===== src/rtl/vga_capture.sv =====
// Frame grabber: recovers the 256x192 paper area from the 2x-scaled 640x480 video stream and
// streams packed 4-bit pixel pairs out through a small FIFO. Define VGA_CAPTURE_CRC_EN for the crc port.
module vga_capture #(
   parameter int HB         = 64,
   parameter int VB         = 48,
   parameter int FIFO_DEPTH = 4
) (
   input  logic        clk,
   input  logic        reset,
   input  logic [3:0]  vga_r,
   input  logic [3:0]  vga_g,
   input  logic [3:0]  vga_b,
   input  logic        vga_hs,
   input  logic        vga_vs,
   input  logic        vga_de,
   input  logic        arm,
   output logic        busy,
   output logic        done,
   output logic        overflow,
   output logic [14:0] cap_addr,
   output logic [7:0]  cap_data,
   output logic        cap_valid,
   input  logic        cap_ready
`ifdef VGA_CAPTURE_CRC_EN
   ,
   output logic [15:0] crc
`endif
);

   localparam int AW = $clog2(FIFO_DEPTH);
   localparam logic [AW:0] FULL_CNT = (AW+1)'(FIFO_DEPTH);

   typedef enum logic [1:0] {S_IDLE, S_WAIT, S_CAPTURE, S_DRAIN} state_t;

   state_t        state_q;
   logic          busy_q, done_q, ovf_q;
   logic [3:0]    nib_q, hi_q;
   logic          de_q, de_prev_q, vs_q, vs_prev_q, arm_q;
   logic [9:0]    hpos_q, hpos_d;
   logic [8:0]    line_q, line_d;
   logic [7:0]    dmem_q [FIFO_DEPTH];
   logic [14:0]   amem_q [FIFO_DEPTH];
   logic [AW-1:0] wr_q, rd_q;
   logic [AW:0]   cnt_q, cnt_d;

   logic          de_fall, vs_fall;
   logic [10:0]   hoff;
   logic [9:0]    voff;
   logic          h_in, v_in, sample, push, push_ok, pop, drop, last_px;
   logic [7:0]    x, y;

   logic unused_in;
   assign unused_in = ^{vga_hs, vga_r[1:0], vga_g[3], vga_g[1:0], vga_b[3], vga_b[1:0]};

   // Input register stage: only the colour bits that form the code are kept
   always_ff @(posedge clk) begin
      nib_q <= {vga_r[3], vga_r[2], vga_g[2], vga_b[2]};
   end

   always_ff @(posedge clk or posedge reset) begin
      if (reset) begin
         de_q      <= 1'b0;
         de_prev_q <= 1'b0;
         vs_q      <= 1'b1;
         vs_prev_q <= 1'b1;
         arm_q     <= 1'b0;
         hpos_q    <= '0;
         line_q    <= '0;
      end else begin
         de_q      <= vga_de;
         de_prev_q <= de_q;
         vs_q      <= vga_vs;
         vs_prev_q <= vs_q;
         arm_q     <= arm;
         hpos_q    <= hpos_d;
         line_q    <= line_d;
      end
   end

   assign de_fall = de_prev_q & ~de_q;
   assign vs_fall = vs_prev_q & ~vs_q;

   // hpos_q is the column of the pixel currently held in the input register
   always_comb begin
      hpos_d = de_q ? hpos_q + 10'd1 : '0;
      line_d = line_q;
      if (vs_fall)
         line_d = '0;
      else if (de_fall)
         line_d = line_q + 9'd1;
   end

   assign hoff    = {1'b0, hpos_q} - 11'(HB);
   assign voff    = {1'b0, line_q} - 10'(VB);
   assign h_in    = (hpos_q >= 10'(HB)) && (hoff < 11'd512) && !hoff[0];
   assign v_in    = (line_q >= 9'(VB)) && (voff < 10'd384) && !voff[0];
   assign x       = hoff[8:1];
   assign y       = voff[8:1];
   assign sample  = (state_q == S_CAPTURE) && de_q && h_in && v_in;
   assign push    = sample && x[0];
   assign last_px = push && (y == 8'd191) && (x == 8'hFF);

   assign cap_valid = (cnt_q != '0);
   assign pop       = cap_valid && cap_ready;
   assign push_ok   = push && ((cnt_q != FULL_CNT) || pop);
   assign drop      = push && (cnt_q == FULL_CNT) && !pop;
   assign cap_data  = cap_valid ? dmem_q[rd_q] : '0;
   assign cap_addr  = cap_valid ? amem_q[rd_q] : '0;

   always_comb begin
      cnt_d = cnt_q;
      case ({push_ok, pop})
         2'b10:   cnt_d = cnt_q + 1'b1;
         2'b01:   cnt_d = cnt_q - 1'b1;
         default: cnt_d = cnt_q;
      endcase
   end

   // Packing / FIFO write stage
   always_ff @(posedge clk) begin
      if (sample && !x[0])
         hi_q <= nib_q;
      if (push_ok) begin
         dmem_q[wr_q] <= {hi_q, nib_q};
         amem_q[wr_q] <= {y, x[7:1]};
      end
   end

   always_ff @(posedge clk or posedge reset) begin
      if (reset) begin
         wr_q  <= '0;
         rd_q  <= '0;
         cnt_q <= '0;
      end else begin
         if (push_ok)
            wr_q <= wr_q + 1'b1;
         if (pop)
            rd_q <= rd_q + 1'b1;
         cnt_q <= cnt_d;
      end
   end

   always_ff @(posedge clk or posedge reset) begin
      if (reset) begin
         state_q <= S_IDLE;
         busy_q  <= 1'b0;
         done_q  <= 1'b0;
         ovf_q   <= 1'b0;
      end else begin
         case (state_q)
            S_IDLE: begin
               if (arm_q) begin
                  state_q <= S_WAIT;
                  busy_q  <= 1'b1;
                  done_q  <= 1'b0;
                  ovf_q   <= 1'b0;
               end
            end
            S_WAIT: begin
               if (vs_fall)
                  state_q <= S_CAPTURE;
            end
            S_CAPTURE: begin
               if (drop)
                  ovf_q <= 1'b1;
               // a new vsync before the last pixel ends a short frame
               if (last_px || vs_fall)
                  state_q <= S_DRAIN;
            end
            S_DRAIN: begin
               if (cnt_q == '0) begin
                  state_q <= S_IDLE;
                  busy_q  <= 1'b0;
                  done_q  <= 1'b1;
               end
            end
            default: state_q <= S_IDLE;
         endcase
      end
   end

   assign busy     = busy_q;
   assign done     = done_q;
   assign overflow = ovf_q;

`ifdef VGA_CAPTURE_CRC_EN
   logic [15:0] crc_q;

   function automatic logic [15:0] crc16_step(input logic [15:0] c, input logic [7:0] d);
      logic [15:0] r;
      r = c;
      for (int i = 7; i >= 0; i--) begin
         if (r[15] ^ d[i])
            r = {r[14:0], 1'b0} ^ 16'h1021;
         else
            r = {r[14:0], 1'b0};
      end
      return r;
   endfunction

   always_ff @(posedge clk or posedge reset) begin
      if (reset)
         crc_q <= 16'hFFFF;
      else if (state_q == S_IDLE && arm_q)
         crc_q <= 16'hFFFF;
      else if (pop)
         crc_q <= crc16_step(crc_q, cap_data);
   end

   assign crc = crc_q;
`endif

endmodule


===== config.mk =====
export PLATFORM = sky130hd
export DESIGN_NAME = vga_capture
export DESIGN_NICKNAME = d
export VERILOG_FILES = /design/src/rtl/vga_capture.sv
export SDC_FILE = /design/constraint.sdc
export NUM_CORES = 1
export LEC_CHECK = 0
export ABC_CLOCK_PERIOD_IN_PS = 3400
export CAP_MARGIN = 5
export CORE_ASPECT_RATIO = 1.1
export CORE_MARGIN = 5
export CORE_UTILIZATION = 57
export DETAILED_ROUTE_END_ITERATION = 8
export PLACE_DENSITY = 0.77
export SYNTH_ARGS = -nofsm -noshare
export SYNTH_HDL_FRONTEND = slang
export SYNTH_SLANG_ARGS = --single-unit

===== constraint.sdc =====
create_clock -name clk -period 3.4 [get_ports clk]
set_input_delay 0.68 -clock clk [delete_from_list [all_inputs] [get_ports clk]]
set_output_delay 0.68 -clock clk [all_outputs]
set_load 0.05 [all_outputs]

==> qor.yml <==
num_vias: 3148
fin_ws_ps: 456
synth_cells: 372
peakVddDrop_mv: 0.373
crit_path_max_fanout: 6
final_antenna_net_count: 0
outcome: "completed"
wl_per_cell_um: 18.2
root_buffer: "clkbuf_8"
r2r_start: "hpos_q[6]"
cts_setup_buffers: 0
layout-drive-gt1-share: 0.218
synth_common_cells: "edfxtp_1 (96), and2_1 (37), dfrtp_1 (34)"
syn2layout_area_growth_pct: 18.1
num_io_pins: 46
clk_pin_slew_ps: 60
htreeDepth: 4
cp.buffers_inverters: 2
slew_violations: 0
synth_cell_type_count: 44
overflow: 0
clock_path_buffers: 2
hold_viol_final: 0
diodes: 0
crit_required_ps: 2720
synth_top_flop_cell: "edfxtp_1"
drt_iter0_markers: 173
p_leak_nw: 2.43
ys_seq_elements: 136
fill_cells: 673
synthesis.area_mm2: 0.00578
portBuffers: 36
die_w_um: 106
antenna_found_initial: 0
dpl_worst_slack_ps: 399
critPathTopFamily: "buffers and inverters"
synth.most_common_cell: "edfxtp_1"
crit_arrival_ps: 2260
synth_area_leaders: "edfxtp_1 (50%), dfrtp_1 (15%), mux4_2 (9.0%)"
critPathLaunchType: "flip-flop"
start_util: 0.584
first_pass_iters: 4
yosysWarnings: 0
max_freq_mhz: 340
setup.worst_path.start: "cnt_q[0]"
fin_skew_ps: 7.41
period_minus_slack_ps: 2940
max_cap_violations: 0
cts_buffers: 17
core_mm2: 0.00989
grt_pass1_vias: 3313
place_area_mm2: 0.00624
async_flop_share: 0.265
finalCritPeriodShare: 0.866
endpoint_kind: "primary output"
crit_path_end: "cap_valid"
crit_type: "flip-flop to primary output"
path_cells: "nor3_1 -> inv_1 -> clkdlybuf4s50_1"
setup_tns_ps: 0
hold_buffers: 0
cp_num_cells: 3
final_util: 0.690
hpwlAfterDp_um: 6450
cts_resized: 0
cts_sinks: 136
grt_pass1_wl_um: 16800
nets: 458
hold_class: "flip-flop to flip-flop"
relSlewSlack: 0.392
seq_area_frac_synth: 0.669
globalplace.congestion: 0.818
cts_tree: "done"
crit_slowest_cell: "clkdlybuf4s50_1"
setup_viol: 0
rsz0062_at_grt: "false"
routed_via_density: 5.66
power.total_mw: 5.34
drt-total-wl_um: 10100
p_per_area_mw_per_mm2: 783
reg2reg_slack_ps: 510
crit_path_max_incr_delay_ps: 750
grt_usage: 0.181
grt_max_degree: 27
chipHeight_um: 116
multi_input_area_mm2: 0.00180
synth.net_count: 407
synth_top_cell_area_share: 0.499
finalInstanceArea_mm2: 0.00682
reg2regPathDepth: 9
regArea_mm2: 0.00387
worst_pin_slew_ps: 911
synth_top_cell_by_area: "edfxtp_1"
drc: 0
rows: 38
r2r-end: "cnt_q[1]"
synth-edff-count: 96
clk_latency_ps: 520
syn_avg_cell_area_um2: 15.5
dieArea_mm2: 0.0122
==> report_power, final <==
part	switching [mW]	internal (mW)	leakage [nW]
registers	0.0717	1.83	1.26
clock network	0.657	1.09	0.270
logic	1.08	0.608	0.893
total	1.80	3.54	2.43
==> worst register-to-register path: stages (launching register included) <==
cell	delay (ps)
dfrtp_1	460
inv_1	160
ha_1	250
nor3b_1	160
a311oi_2	420
nand3_1	260
nand2_1	140
fa_1	460
o31a_1	320
nor3_1	180
==> cell families (layout without fill, tap and decap cells) <==
kind of cell | count (synthesis) | count (layout) | share of synthesized area
and+or+nand+nor | 118 | 118 | 0.114
AOI/OAI and AO/OA | 24 | 24 | 0.0297
buffers and inverters | 28 | 92 | 0.0195
muxes | 27 | 27 | 0.0971
DFF | 136 | 136 | 0.669
adders and majority gates | 16 | 16 | 0.0360
xor gates and xnor gates | 23 | 23 | 0.0349
==> state kept, by name (all words and copies together) (netlist names), 2 cells and up <==
name,flops
amem_q,60
cnt_q,3
dmem_q,32
hi_q,4
hpos_q,10
line_q,9
nib_q,4
rd_q,2
state_q,2
wr_q,2
==> placed cells by master (no fill, tap or decap), types with 3 or more instances in the layout <==
cell type        instances
a21oi_1                  9
a31oi_1                  3
and2_1                  37
and3_1                   8
buf_4                   32
clkbuf_16               16
clkbuf_8                 4
clkdlybuf4s50_1         13
clkinvlp_4               5
dfrtp_1                 34
dfxtp_1                  4
edfxtp_1                96
ha_1                    15
inv_1                   15
mux4_2                  23
nand2_1                 18
nand2b_1                 4
nand3_1                  8
nand4_1                  5
nor2_1                  18
nor2b_1                  4
nor3_1                   6
o21ai_0                  3
xnor2_1                 12
xor2_1                  11
==> per-layer routing <==
layer | up-vias | part of all wire | track usage
li1 | 1477 | - | -
met1 | 1583 | 0.42 | 0.219
met2 | 75 | 0.52 | 0.313
met3 | 13 | 0.049 | 0.0513
met4 | 0 | 0.016 | 0.0725
met5 | - | 0 | 0
==> area by class of cell <==
cell class,instances,share of cell area
sequential,136,0.567
multi-input combinational,208,0.263
clock buffer,20,0.0668
timing repair buffer,45,0.0543
tap,120,0.0220
clock inverter,12,0.0182
inverter,15,0.00826
==> through the flow <==
stage               hold slack (ps)  std cells
floorplan                       358        372
global placement                361        524
detailed placement              369        524
CTS                             378        556
global route                    382        556
finish                          376        556
==> worst min path at each step <==
stage | from | to | slack [ps] | depth (start not counted)
2_1_floorplan | vs_q | vs_prev_q | 360 | 0
6_report | vs_q | vs_prev_q | 380 | 0
3_5_place_dp | vs_q | vs_prev_q | 370 | 0
4_1_cts | vs_q | vs_prev_q | 380 | 0
3_3_place_gp | vs_q | vs_prev_q | 360 | 0
5_1_grt | vs_q | vs_prev_q | 380 | 0
No activity file was read; power rests on OpenSTA's default activity.
